`src/rtl/tdc_delayline_ctrl_pkg.sv`:
```
// +----------------------------------------------------------------------+
// | tdc_delayline_ctrl_pkg                                               |
// | Shared FSM state type and tap/fine-width helpers for the TDC block.  |
// | Rev 1.0                                                              |
// +----------------------------------------------------------------------+
`default_nettype none

package tdc_delayline_ctrl_pkg;

  localparam int c_taps_per_carry4 = 4;

  typedef enum logic [2:0] {
    ST_IDLE   = 3'd0,
    ST_ARM    = 3'd1,
    ST_LATCH  = 3'd2,
    ST_FILTER = 3'd3,
    ST_ENCODE = 3'd4,
    ST_EMIT   = 3'd5,
    ST_DRAIN  = 3'd6
  } state_t;

  function automatic int taps_of(input int ncarry4);
    return c_taps_per_carry4 * ncarry4;
  endfunction

  // Fine code spans 0..TAPS inclusive.
  function automatic int fine_w_of(input int ncarry4);
    return $clog2(taps_of(ncarry4) + 1);
  endfunction

endpackage

`default_nettype wire

```
`src/rtl/tdc_delayline_ctrl_if.sv`:
```
// +----------------------------------------------------------------------+
// | tdc_delayline_ctrl_if                                                |
// | Event word valid/ready channel from the sequencer to readout FIFO.   |
// | Rev 1.0                                                              |
// +----------------------------------------------------------------------+
`default_nettype none

interface tdc_delayline_ctrl_if #(
  parameter int COARSE_W = 16,
  parameter int FINE_W   = 4
);
  logic                ev_valid;
  logic                ev_ready;
  logic [COARSE_W-1:0] ev_coarse;
  logic [FINE_W-1:0]   ev_fine;

  modport master (output ev_valid, output ev_coarse, output ev_fine, input ev_ready);
  modport slave  (input ev_valid, input ev_coarse, input ev_fine, output ev_ready);
endinterface

`default_nettype wire

```
`src/rtl/tdc_delayline_ctrl_therm_encoder.sv`:
```
// +----------------------------------------------------------------------+
// | tdc_delayline_ctrl_therm_encoder                                     |
// | Combinational popcount of a thermometer snapshot into a fine code.   |
// | Rev 1.0                                                              |
// +----------------------------------------------------------------------+
`default_nettype none

module tdc_delayline_ctrl_therm_encoder #(
  parameter int TAPS   = 8,
  parameter int FINE_W = $clog2(TAPS + 1)
) (
  input  logic [TAPS-1:0]   i_therm,
  output logic [FINE_W-1:0] o_fine
);

  // Counting ones rather than locating the edge tolerates residual bubbles.
  always_comb begin
    o_fine = '0;
    for (int i = 0; i < TAPS; i++) begin
      o_fine = o_fine + FINE_W'(i_therm[i]);
    end
  end

endmodule

`default_nettype wire

```
`src/rtl/tdc_delayline_ctrl.sv`:
```
// +----------------------------------------------------------------------+
// | tdc_delayline_ctrl                                                   |
// | Arm/capture/re-arm sequencer for a CARRY4 tapped delay line.         |
// | Optional majority bubble filter: define BUBBLE_FILTER_EN.            |
// | Rev 1.0                                                              |
// +----------------------------------------------------------------------+
`default_nettype none

module tdc_delayline_ctrl
  import tdc_delayline_ctrl_pkg::*;
#(
  parameter  int NCARRY4     = 2,
  parameter  int COARSE_W    = 16,
  parameter  int DEAD_CYCLES = 4,
  localparam int TAPS        = taps_of(NCARRY4),
  localparam int FINE_W      = fine_w_of(NCARRY4)
) (
  input  logic                  clk,
  input  logic                  rst,
  input  logic                  enable,
  input  logic [TAPS-1:0]       taps,
  output logic                  line_en,
  output logic                  busy,
  tdc_delayline_ctrl_if.master  ev
);

  localparam int               DEAD_W      = $clog2(DEAD_CYCLES + 1);
  localparam logic [DEAD_W-1:0] c_dead_last = DEAD_W'(DEAD_CYCLES - 1);

  state_t              r_state;
  logic [COARSE_W-1:0] r_coarse_cnt;
  logic [COARSE_W-1:0] r_ev_coarse;
  logic [FINE_W-1:0]   r_ev_fine;
  logic [DEAD_W-1:0]   r_dead;
  logic [TAPS-1:0]     r_snap;
  logic                r_line_en;
  logic                r_ev_valid;
  logic                r_busy;
  logic [FINE_W-1:0]   w_fine;
  logic                w_dead_done;

  assign w_dead_done  = (r_dead == c_dead_last);
  assign line_en      = r_line_en;
  assign busy         = r_busy;
  assign ev.ev_valid  = r_ev_valid;
  assign ev.ev_coarse = r_ev_coarse;
  assign ev.ev_fine   = r_ev_fine;

`ifdef BUBBLE_FILTER_EN
  // Virtual neighbours: a 1 before the first tap, a 0 past the last.
  logic [TAPS+1:0] w_ext;
  logic [TAPS-1:0] w_filt;
  assign w_ext = {1'b0, r_snap, 1'b1};
  for (genvar gi = 0; gi < TAPS; gi++) begin : g_filt
    assign w_filt[gi] = (w_ext[gi] & w_ext[gi+1]) | (w_ext[gi+1] & w_ext[gi+2]) |
                        (w_ext[gi] & w_ext[gi+2]);
  end
`endif

  tdc_delayline_ctrl_therm_encoder #(
    .TAPS   (TAPS),
    .FINE_W (FINE_W)
  ) u_enc (
    .i_therm (r_snap),
    .o_fine  (w_fine)
  );

  always_ff @(posedge clk or posedge rst) begin
    if (rst) r_coarse_cnt <= '0;
    else     r_coarse_cnt <= r_coarse_cnt + 1'b1;
  end

  always_ff @(posedge clk or posedge rst) begin
    if (rst) begin
      r_state     <= ST_IDLE;
      r_line_en   <= 1'b0;
      r_ev_valid  <= 1'b0;
      r_ev_coarse <= '0;
      r_ev_fine   <= '0;
      r_busy      <= 1'b0;
      r_dead      <= '0;
      r_snap      <= '0;
    end else begin
      case (r_state)
        ST_IDLE: begin
          // Flush the line before the first arm.
          if (enable) begin
            r_state <= ST_DRAIN;
            r_dead  <= '0;
            r_busy  <= 1'b1;
          end
        end
        ST_ARM: begin
          if (taps[0]) begin
            r_state     <= ST_LATCH;
            r_line_en   <= 1'b0;
            r_snap      <= taps;
            r_ev_coarse <= r_coarse_cnt;
          end else if (!enable) begin
            r_state   <= ST_IDLE;
            r_line_en <= 1'b0;
            r_busy    <= 1'b0;
          end
        end
        ST_LATCH: begin
`ifdef BUBBLE_FILTER_EN
          r_state <= ST_FILTER;
`else
          r_state <= ST_ENCODE;
`endif
        end
`ifdef BUBBLE_FILTER_EN
        ST_FILTER: begin
          r_snap  <= w_filt;
          r_state <= ST_ENCODE;
        end
`endif
        ST_ENCODE: begin
          r_ev_fine  <= w_fine;
          r_ev_valid <= 1'b1;
          r_state    <= ST_EMIT;
        end
        ST_EMIT: begin
          if (ev.ev_ready) begin
            r_ev_valid <= 1'b0;
            r_dead     <= '0;
            r_state    <= ST_DRAIN;
          end
        end
        ST_DRAIN: begin
          if (!w_dead_done) begin
            r_dead <= r_dead + 1'b1;
          end else if (taps == '0) begin
            if (enable) begin
              r_state   <= ST_ARM;
              r_line_en <= 1'b1;
            end else begin
              r_state <= ST_IDLE;
              r_busy  <= 1'b0;
            end
          end
        end
        default: begin
          r_state    <= ST_IDLE;
          r_line_en  <= 1'b0;
          r_ev_valid <= 1'b0;
          r_busy     <= 1'b0;
        end
      endcase
    end
  end

endmodule

`default_nettype wire

```
`src/flat_wrapper.sv`:
```
// flat-port wrapper written by rule: the top's interface ports become plain ports
module tdc_delayline_ctrl_flat import tdc_delayline_ctrl_pkg::*;
#(
  parameter  int NCARRY4     = 2,
  parameter  int COARSE_W    = 16,
  parameter  int DEAD_CYCLES = 4,
  localparam int TAPS        = taps_of(NCARRY4),
  localparam int FINE_W      = fine_w_of(NCARRY4)
)
  (clk, rst, enable, taps, line_en, busy, ev_ev_valid, ev_ev_coarse, ev_ev_fine, ev_ev_ready);
  tdc_delayline_ctrl_if #(.COARSE_W(COARSE_W), .FINE_W((4))) ev_i ();
  input  logic clk;
  input  logic rst;
  input  logic enable;
  input  logic [TAPS-1:0] taps;
  output logic line_en;
  output logic busy;
  output wire logic [$bits(ev_i.ev_valid)-1:0] ev_ev_valid;
  output wire logic [$bits(ev_i.ev_coarse)-1:0] ev_ev_coarse;
  output wire logic [$bits(ev_i.ev_fine)-1:0] ev_ev_fine;
  input wire logic [$bits(ev_i.ev_ready)-1:0] ev_ev_ready;
  assign ev_ev_valid = ev_i.ev_valid;
  assign ev_ev_coarse = ev_i.ev_coarse;
  assign ev_ev_fine = ev_i.ev_fine;
  assign ev_i.ev_ready = ev_ev_ready;
  tdc_delayline_ctrl #(.NCARRY4(NCARRY4), .COARSE_W(COARSE_W), .DEAD_CYCLES(DEAD_CYCLES)) u_core (.clk(clk), .rst(rst), .enable(enable), .taps(taps), .line_en(line_en), .busy(busy), .ev(ev_i));
endmodule
```
`config.mk`:
```
export PLATFORM = sky130hd
export DESIGN_NAME = tdc_delayline_ctrl_flat
export DESIGN_NICKNAME = d
export VERILOG_FILES = /design/src/rtl/tdc_delayline_ctrl_pkg.sv /design/src/rtl/tdc_delayline_ctrl_if.sv /design/src/rtl/tdc_delayline_ctrl_therm_encoder.sv /design/src/rtl/tdc_delayline_ctrl.sv /design/src/flat_wrapper.sv
export SDC_FILE = /design/constraint.sdc
export NUM_CORES = 1
export LEC_CHECK = 0
export ABC_AREA = 0
export BUFFER_PORTS_ARGS = -buffer_cell sky130_fd_sc_hd__clkbuf_2
export CORE_MARGIN = 5
export CORE_UTILIZATION = 50
export CTS_BUF_LIST = sky130_fd_sc_hd__clkbuf_8
export CTS_CLUSTER_SIZE = 12
export DETAILED_ROUTE_END_ITERATION = 8
export PLACE_DENSITY = 0.74
export REMOVE_ABC_BUFFERS = 1
export SLEW_MARGIN = 20
export SYNTH_ARGS = -nofsm -noshare
export SYNTH_HDL_FRONTEND = slang
export SYNTH_SLANG_ARGS = --single-unit
```
`constraint.sdc`:
```
create_clock -name clk -period 2.65 [get_ports clk]
set_input_delay 0.1325 -clock clk [delete_from_list [all_inputs] [get_ports clk]]
set_output_delay 0.1325 -clock clk [all_outputs]
set_load 0.05 [all_outputs]
```
# == Word level (Yosys, flattened, before mapping) ==
# Cells that the tools add are included.
# totals
register_bits,53
input_bits,12
output_inout_bits,23
elab_cells,72
# op_classes
add_sub_neg,9
eq_ne,14
muxes,25
bitwise,3
n_reduce_logical,12
# op_table
cell,n
2-to-1 mux 3 bit,9
one-hot mux 3 bit (6 select lines),1
adder 16 x 1 -> 16 bit (second input constant),1
adder 4 x 1 -> 4 bit,4
AND reduction 5 bit,3
2-to-1 mux 1 bit,11
!= test 2 bit (second input constant),5
== test 3 bit (second input constant),3
one-hot mux 3 bit (3 select lines),1
zero test 8 bit,1
OR reduction 4 bit,2
== test 3 x 2 -> 1 bit (second input constant),2
one-hot mux 1 bit (3 select lines),2
adder 3 x 1 -> 4 bit,1
!= test 2 x 1 -> 1 bit (second input constant),2
one-hot mux 1 bit (4 select lines),1
AND reduction 2 bit,2
AND reduction 4 bit,1
adder 2 x 1 -> 3 bit,1
adder 3 x 1 -> 3 bit (second input constant),1
== test 3 x 1 -> 1 bit (second input constant),1
zero test 3 bit,1
!= test 3 bit (second input constant),1
NOT 1 bit,3
other kinds (3),3

# == Longest topological paths before layout ==
# Gate-level depths: netlist of the first run.
# depth
word_depth,7
ltp_mapped,10
depth_no_buf,10

# == Hierarchy ==
# Synthesis of the first run repeated with hierarchy kept, for this count alone.
# unflattened
hier_cells,208
hier_area_um2,2555.0
# modules_own_cells
module,n_inst,cells_per_inst,area_each_um2,seq_area_each_um2
tdc_delayline_ctrl,1,186,2362.3,1326.3
tdc_delayline_ctrl_therm_encoder,1,22,192.7,0.0

# == Worst setup path before layout of the first run ==
# Ideal clock, no wire load.
# synth_path
path_kind,register to register
from,register u_core.r_snap[0]
to,register u_core.r_ev_fine[2] (netlist: u_core.ev.ev_fine[2])
setup_time_ps,83
t_arrival_ps,2616
required_ps,2567
setup_slack_ps,-49
stages_incl_launch_ff,11
n_path_buf,0
synth_period_minus_slack_ps,2699
path_cell_list,dfrtp_1 > inv_1 > fa_1 > fa_1 > fa_1 > inv_1 > ha_1 > inv_1 > fa_1 > xor2_1 > o21ai_0
# synth_via
elab_chain_cells,7
# synth_lines
item,line,rtl
"start, declared",tdc_delayline_ctrl.sv:35,logic [TAPS-1:0] r_snap;
"start signal, assigned",tdc_delayline_ctrl.sv:97,r_snap <= taps;
adder 1 x 1 -> 2 bit,tdc_delayline_ctrl_therm_encoder.sv:20,o_fine = o_fine + FINE_W'(i_therm[i]);
adder 2 x 1 -> 3 bit,tdc_delayline_ctrl_therm_encoder.sv:20,
adder 3 x 1 -> 4 bit,tdc_delayline_ctrl_therm_encoder.sv:20,
adder 4 x 1 -> 4 bit (4 in a row),tdc_delayline_ctrl_therm_encoder.sv:20,
"end signal, assigned",tdc_delayline_ctrl.sv:119,r_ev_fine <= w_fine;
"end, declared",tdc_delayline_ctrl.sv:33,logic [FINE_W-1:0] r_ev_fine;
# Every way passes these cells.
# A chain may end at the register's enable or synchronous reset.

# == Worst setup path after layout of the first run ==
# layout_path
from,register u_core.r_snap[3]
to,register u_core.r_ev_fine[1] (netlist: u_core.ev.ev_fine[1])
# layout_via
elab_chain_cells,5
# layout_lines
item,line
adder 3 x 1 -> 4 bit,tdc_delayline_ctrl_therm_encoder.sv:20
adder 4 x 1 -> 4 bit (4 in a row),tdc_delayline_ctrl_therm_encoder.sv:20
# Every way passes these cells.

==> metrics.md, run 1 <==
| Metric | Value |
|---|---|
| Status | finished with violations |
| Failing checks | negative setup slack |
| Synthesized instance count | between 200 and 250 |
| Grt ovf | 0 |
| Crit end category | flip-flop |
| Final Instance Area | ~2800 sq um |
| Die Y | between 70 and 80 microns |
| Most common cell after layout, fill and taps aside | dfrtp_1 |
| CTS buffer count | 5 |
| Die area | around 6400 sq um |
| Clock-pin slew on the worst setup and hold paths | ~0.09 ns |
| Post-synth EDFFs | 0 |
| CTS tree | yes |
| Final ANT Viol Nets | 0 |
| Clk_skew | ~0.0036 ns |
| Die width | approximately 80 microns |
| Drt pass-1 iters | 4 |
| GRT Total Usage | 15.3% |
| Antenna violations before repair | 0 |
| Count of cell types in the netlist | 36 |
| Buffers added on ports | 34 |
| CTS root buffer | clkbuf_8 |
| Worst setup path class | reg2reg |
| Slew of the pin with the lowest slew margin | 0.461 ns |
| Largest net degree at the start of global routing | 33 |
| Cell Area, Synth | roughly 2400 sq um |
| Max Slew Vio Count | 0 |
| Clock sinks | 53 |
| Mean post-synth cell area | 11.6 sq um |
| Hold WC Path Type | in2reg |
| Top FF cell, synth | dfrtp_1 |
| Wire per inst | about 14 microns |
| Pwr Density | 1150 nW/um^2 |
| P_leak | about 0.0014 uW |
| CP arrival | about 3 ns |
| Max-Cap Viols | 0 |
| Yosys warnings | 0 |
| Layout Nets | around 280 |
| Placement Rows | 25 |
| Post-synthesis register bit count | 53 |
| Highest-count cells in the layout ignoring fill and taps | 53 x dfrtp_1, 34 x clkbuf_2, 20 x mux2_2 |
| Achievable Freq | 363 MHz |
| Final RePlAce weighted congestion | 0.822 |
| Area Overhead vs Synth | 15.6% |
| Dpl ws | -0.155 ns |
| Final period utilization | 104% |
| Placement Cell Area | approximately 2700 sq um |
| Final core utilization | between 50% and 60% |
| Post-layout instance count excluding filler cells | 320 |
| Ant. Diodes | 0 |
| Post-synthesis sequential area ratio | a little over half |
| # setup viols final | 2 |
| Crit path required time | just under 3 ns |
| Drt initial violations | 71 |
| CP max FO | 2 |
| Clk_lat worst skew | just over 0.3 ns |
| CTS Buffer Depth | 2 |
| Total power | 3270 uW |
| Share of layout cells above drive strength 1 | about a third |
| Placed Instances | 310 |
| Vias/cell | approximately 5.2 |
| IO Count | 35 |
| Starting density of the core | 51.5% |
| Setup crit start kind | flip-flop |
| Worst IR Drop VDD | approximately 600 uV |
| Wirelength, routed | 4.37 mm |
| Detailed placer's ending HPWL | about 3 mm |
| Core outline area | ~4800 sq um |
| Worst setup margin | -0.104 ns |
| Vias in the first global route | between 1500 and 2000 |
| DRC violations left | 0 |
| Ys async rst share | 100% |
| First-pass GRT wire length | between 7 and 8 mm |
| Tmin final | 2.75 ns |
| Vias | between 1500 and 2000 |
| H-tree Lvls | 2 |
| Final hold violations | 0 |
| Relative max-transition margin | slightly below 70% |
| RSZ-0062 raised after global routing | true |
power by group:
group          leakage (uW)  internal (uW)  total (uW)  switching (uW)
clock             0.0000402            183         452             270
sequential         0.000680            999        1160             158
combinational      0.000684            675        1660             985
total               0.00140           1860        3270            1410
metrics by stage:
step | TNS [ns] | hold slack, ns
global route | -0.368 | 0.0617
floorplan | -0.0863 | 0.249
global placement | -0.150 | 0.153
finish | -0.155 | 0.0477
detailed placement | -0.287 | 0.160
CTS | -0.248 | 0.0460
registers in the layout, indices dropped and copies added, names as in the netlist:
signal / count
u_core.ev.ev_coarse: 16
u_core.r_dead: 3
u_core.r_coarse_cnt: 16
u_core.r_snap: 8
u_core.ev.ev_fine: 4
u_core.line_en: 1
u_core.r_state: 3
u_core.ev.ev_valid: 1
u_core.busy: 1
per-layer routing:
| metal | up-vias | track usage (%) | part of all wire (%) |
|---|---|---|---|
| met2 | 33 | 25.2 | 49 |
| met5 | - | 0 | 0 |
| met1 | 811 | 19.3 | 45 |
| li1 | 807 | - | - |
| met3 | 4 | 3.61 | 4.8 |
| met4 | 0 | 6.08 | 1.2 |
cell type report:
| type | count | area, sq um |
|---|---|---|
| Tap cell | 67 | 83.8 |
| Timing Repair Buffer | 40 | 218 |
| Sequential cell | 53 | 1330 |
| Clock buffer | 5 | 68.8 |
| Clock inverter | 2 | 16.3 |
| Multi-Input combinational cell | 132 | 1040 |
| Inverter | 21 | 78.8 |
| Fill cell | 418 | 1920 |
worst max-delay path, cell delays in order, from the launching register on:
cell and delay [ns]:
dfrtp_1 0.35, inv_2 0.05, fa_1 0.54, fa_1 0.43, fa_2 0.54, inv_2 0.04, ha_4 0.15, inv_2 0.05
fa_2 0.41, o21ai_1 0.13
what timing repair did:
item / CTS / global route
hold endpoints to repair: 21 / 0
gates cloned: 0 / 0
hold buffers: 1 / 0
resized for setup: 7 / 4
setup endpoints to repair: 2 / 3
setup buffers: 1 / 1
pin swaps: 2 / 2
kinds of logic (layout without fill, tap and decap cells):
logic type               count (synthesis)  after routing  synth area share (%)
flip-flops                              53             53                  54.1
multiplexers                            21             21                  9.81
adder cells (fa/ha/maj)                 10             10                  6.33
AO/OA/AOI/OAI                           29             29                  7.41
buffers and inverters                   27             68                  4.24
XOR/XNOR                                15             15                  5.36
AND/OR/NAND/NOR                         57             57                  12.7
path summary, 6_finish.rpt:
check | from | endpoint | slack, ns | cells after the start
setup / recovery | u_core.r_snap[3] | u_core.ev.ev_fine[1] | -0.10 | 9
hold reg to reg | u_core.r_coarse_cnt[15] | u_core.r_coarse_cnt[15] | 0.48 | 1
min in group asynchronous | rst | u_core.ev.ev_coarse[10] | 0.36 | 3
setup reg to reg | u_core.r_snap[3] | u_core.ev.ev_fine[1] | -0.10 | 9
max in group asynchronous | rst | u_core.ev.ev_fine[2] | 1.52 | 4
hold / removal | taps[3] | u_core.r_snap[3] | 0.05 | 3
Yosys cell counts (3+ instances only):
| cell type | count | area [sq um] |
|---|---|---|
| fa_1 | 4 | 80.1 |
| a21oi_1 | 7 | 35.0 |
| and3_1 | 5 | 31.3 |
| clkbuf_1 | 4 | 15.0 |
| nor2b_1 | 3 | 18.8 |
| nand4_1 | 3 | 18.8 |
| inv_1 | 21 | 78.8 |
| mux2_2 | 20 | 225 |
| and4_1 | 3 | 26.3 |
| nand3_1 | 8 | 40.0 |
| xor2_1 | 5 | 43.8 |
| nor3_1 | 6 | 30.0 |
| dfrtp_1 | 53 | 1330 |
| nand2_1 | 18 | 67.6 |
| nor2_1 | 5 | 18.8 |
| o21ai_0 | 11 | 55.1 |
| xnor2_1 | 10 | 87.6 |
| ha_1 | 6 | 75.1 |
No activity file was read; power rests on OpenSTA's default activity.
==> inputs of run 2 (changes only) <==
- RECOVER_POWER: default -> 100
==> run 2 against run 1 <==
  * The run still ends with negative setup slack left
  * Flip-flop and latch count did not move
  * Sequential power about the same
  * Register-to-register slack about the same
  * Core utilization down 1.0 points
  * Worst hold slack improved by 0.0031 ns
  * Cell count unchanged
  * Sequential share of layout area rose by 0.82 points
  * Critical endpoint unchanged
==> metrics.md, run 2 (synthesis results as in run 1) <==
| Metric | Value |
|---|---|
| Drt initial violations | 77 (+8.5%) |
| Detailed placer's ending HPWL | 3.04 mm (unchanged) |
| Clk_skew | 0.00342 ns (-0.000190 ns) |
| R2R cell count | 9 (unchanged) |
| Share of layout cells above drive strength 1 | 22.1% (-9.9 points) |
| Worst setup margin | -0.106 ns (-0.00190 ns) |
| Largest net degree at the start of global routing | 33 (unchanged) |
| Relative max-transition margin | 35.0% (-34 points) |
| Final period utilization | 104% (about the same) |
| Wire per inst | 13.7 microns (+0.55%) |
| H-tree Lvls | 2 (unchanged) |
| Pwr Density | 1160 nW/um^2 (+0.91%) |
| Tmin final | 2.76 ns (+0.00190 ns) |
| Antenna violations before repair | 0 (unchanged) |
| Core outline area | 4750 sq um (unchanged) |
| Status | finished with violations |
| Hold WC Path Type | in2reg |
| Placement Rows | 25 (unchanged) |
| Wirelength, routed | 4.40 mm (+0.55%) |
| Worst setup path class | reg2reg |
| Area Overhead vs Synth | 13.6% |
| Ant. Diodes | 0 (unchanged) |
| RSZ-0062 raised after global routing | true |
| Total power | 3240 uW (-0.83%) |
| P_leak | 0.00132 uW (-5.7%) |
| Grt ovf | 0 (unchanged) |
| Hold path depth | 3 (unchanged) |
| Crit end category | flip-flop |
| CTS root buffer | clkbuf_8 |
| Starting density of the core | 51.5% (unchanged) |
| Most common cell after layout, fill and taps aside | dfrtp_1 |
| Setup crit start kind | flip-flop |
| Max Slew Vio Count | 0 (unchanged) |
| CTS tree | yes |
| CP arrival | 2.99 ns (about the same) |
| Dpl ws | -0.155 ns (unchanged) |
| CTS Buffer Depth | 2 (unchanged) |
| Achievable Freq | 363 MHz (about the same) |
| Clock sinks | 53 (unchanged) |
| Final RePlAce weighted congestion | 0.822 (unchanged) |
| IO Count | 35 (unchanged) |
| Clock-pin slew on the worst setup and hold paths | 0.09 ns (about the same) |
| Max-Cap Viols | 0 (unchanged) |
| Fillers | 425 (+1.7%) |
| Final hold violations | 0 (unchanged) |
| Slew of the pin with the lowest slew margin | 0.966 ns (+0.505 ns) |
| Final ANT Viol Nets | 0 (unchanged) |
| Clk_lat worst skew | 0.31 ns (about the same) |
| Worst IR Drop VDD | 591 uV (-0.90%) |
| Die area | 6400 sq um (unchanged) |
| Vias | 1674 (+1.1%) |
| Vias/cell | 5.23 (+1.1%) |
| Vias in the first global route | 1620 (unchanged) |
| Highest-count cells in the layout ignoring fill and taps | 53 x dfrtp_1, 23 x clkbuf_1, 20 x mux2_2 |
| Buffers added on ports | 34 (unchanged) |
| Failing checks | negative setup slack |
| DRC violations left | 0 (unchanged) |
| Die width | 80.0 microns (unchanged) |
| Setup TNS | -0.156 ns (-0.000769 ns) |
| GRT Total Usage | 15.3% (unchanged) |
| Layout Nets | 275 (unchanged) |
| CTS buffer count | 5 (unchanged) |
| First-pass GRT wire length | 7.49 mm (unchanged) |
| Crit path required time | 2.89 ns (about the same) |
| Die Y | 80.0 microns (unchanged) |
| # setup viols final | 2 (unchanged) |
| CP max FO | 2 (unchanged) |
| Drt pass-1 iters | 4 (unchanged) |
## run 2: repair_timing
action | 4_1_cts | 5_1_grt
hold buffers | 1 | 0
gates resized for setup | 7 | 4
endpoints found under the setup margin | 2 | 3
pin swaps | 2 | 2
buffers inserted | 1 | 1
hold endpoints to repair | 21 | 0
## run 2: path summary, 6_finish.rpt
kind	start	endpoint	slack (ns)
worst max-delay path	u_core.r_snap[3]	u_core.ev.ev_fine[1]	-0.11
worst min-delay path	taps[3]	u_core.r_snap[3]	0.05
worst max register to register	u_core.r_snap[3]	u_core.ev.ev_fine[1]	-0.11
worst min register to register	u_core.r_coarse_cnt[15]	u_core.r_coarse_cnt[15]	0.48
max in group asynchronous	rst	u_core.ev.ev_fine[0]	0.89
min in group asynchronous	rst	u_core.ev.ev_coarse[10]	0.51
## run 2: cell type report
type                       instances  area, sq um  area share (%)
clock inverter                     2         16.3           0.584
inverter                          21         78.8            2.83
timing repair buffer              40          184            6.61
tap                               67         83.8            3.01
clock buffer                       5         68.8            2.47
multi-input combinational        132         1030            36.9
sequential                        53         1330            47.6
## run 2: power breakdown
group / switching [uW] / total, uW / internal [uW]
Clock: 269 / 452 / 183
Combinational: 984 / 1630 / 650
Sequential: 157 / 1160 / 999
## run 2: per-stage QoR
stage	utilization [%]	std cells	hold slack, ns	area [sq um]
finish	58.6	320	0.0509	2780
global route	58.6	320	0.0617	2780
CTS	59.1	319	0.0460	2810
detailed placement	56.8	310	0.160	2700
global placement	56.8	310	0.153	2700
floorplan	-	206	0.249	2420
## run 2: metal layers
metal  GRT usage, %  part of all wire (%)
met3           3.61                   4.6
met5              0                     0
met1           19.3                    45
met4           6.08                   1.8
met2           25.2                    49
## run 2: critical path, stage by stage (launching register included)
cell     delay, ns
dfrtp_1       0.35
inv_2         0.05
fa_1          0.54
fa_1          0.43
fa_2          0.54
inv_2         0.04
ha_4          0.15
inv_2         0.05
fa_2          0.41
o21ai_1       0.13
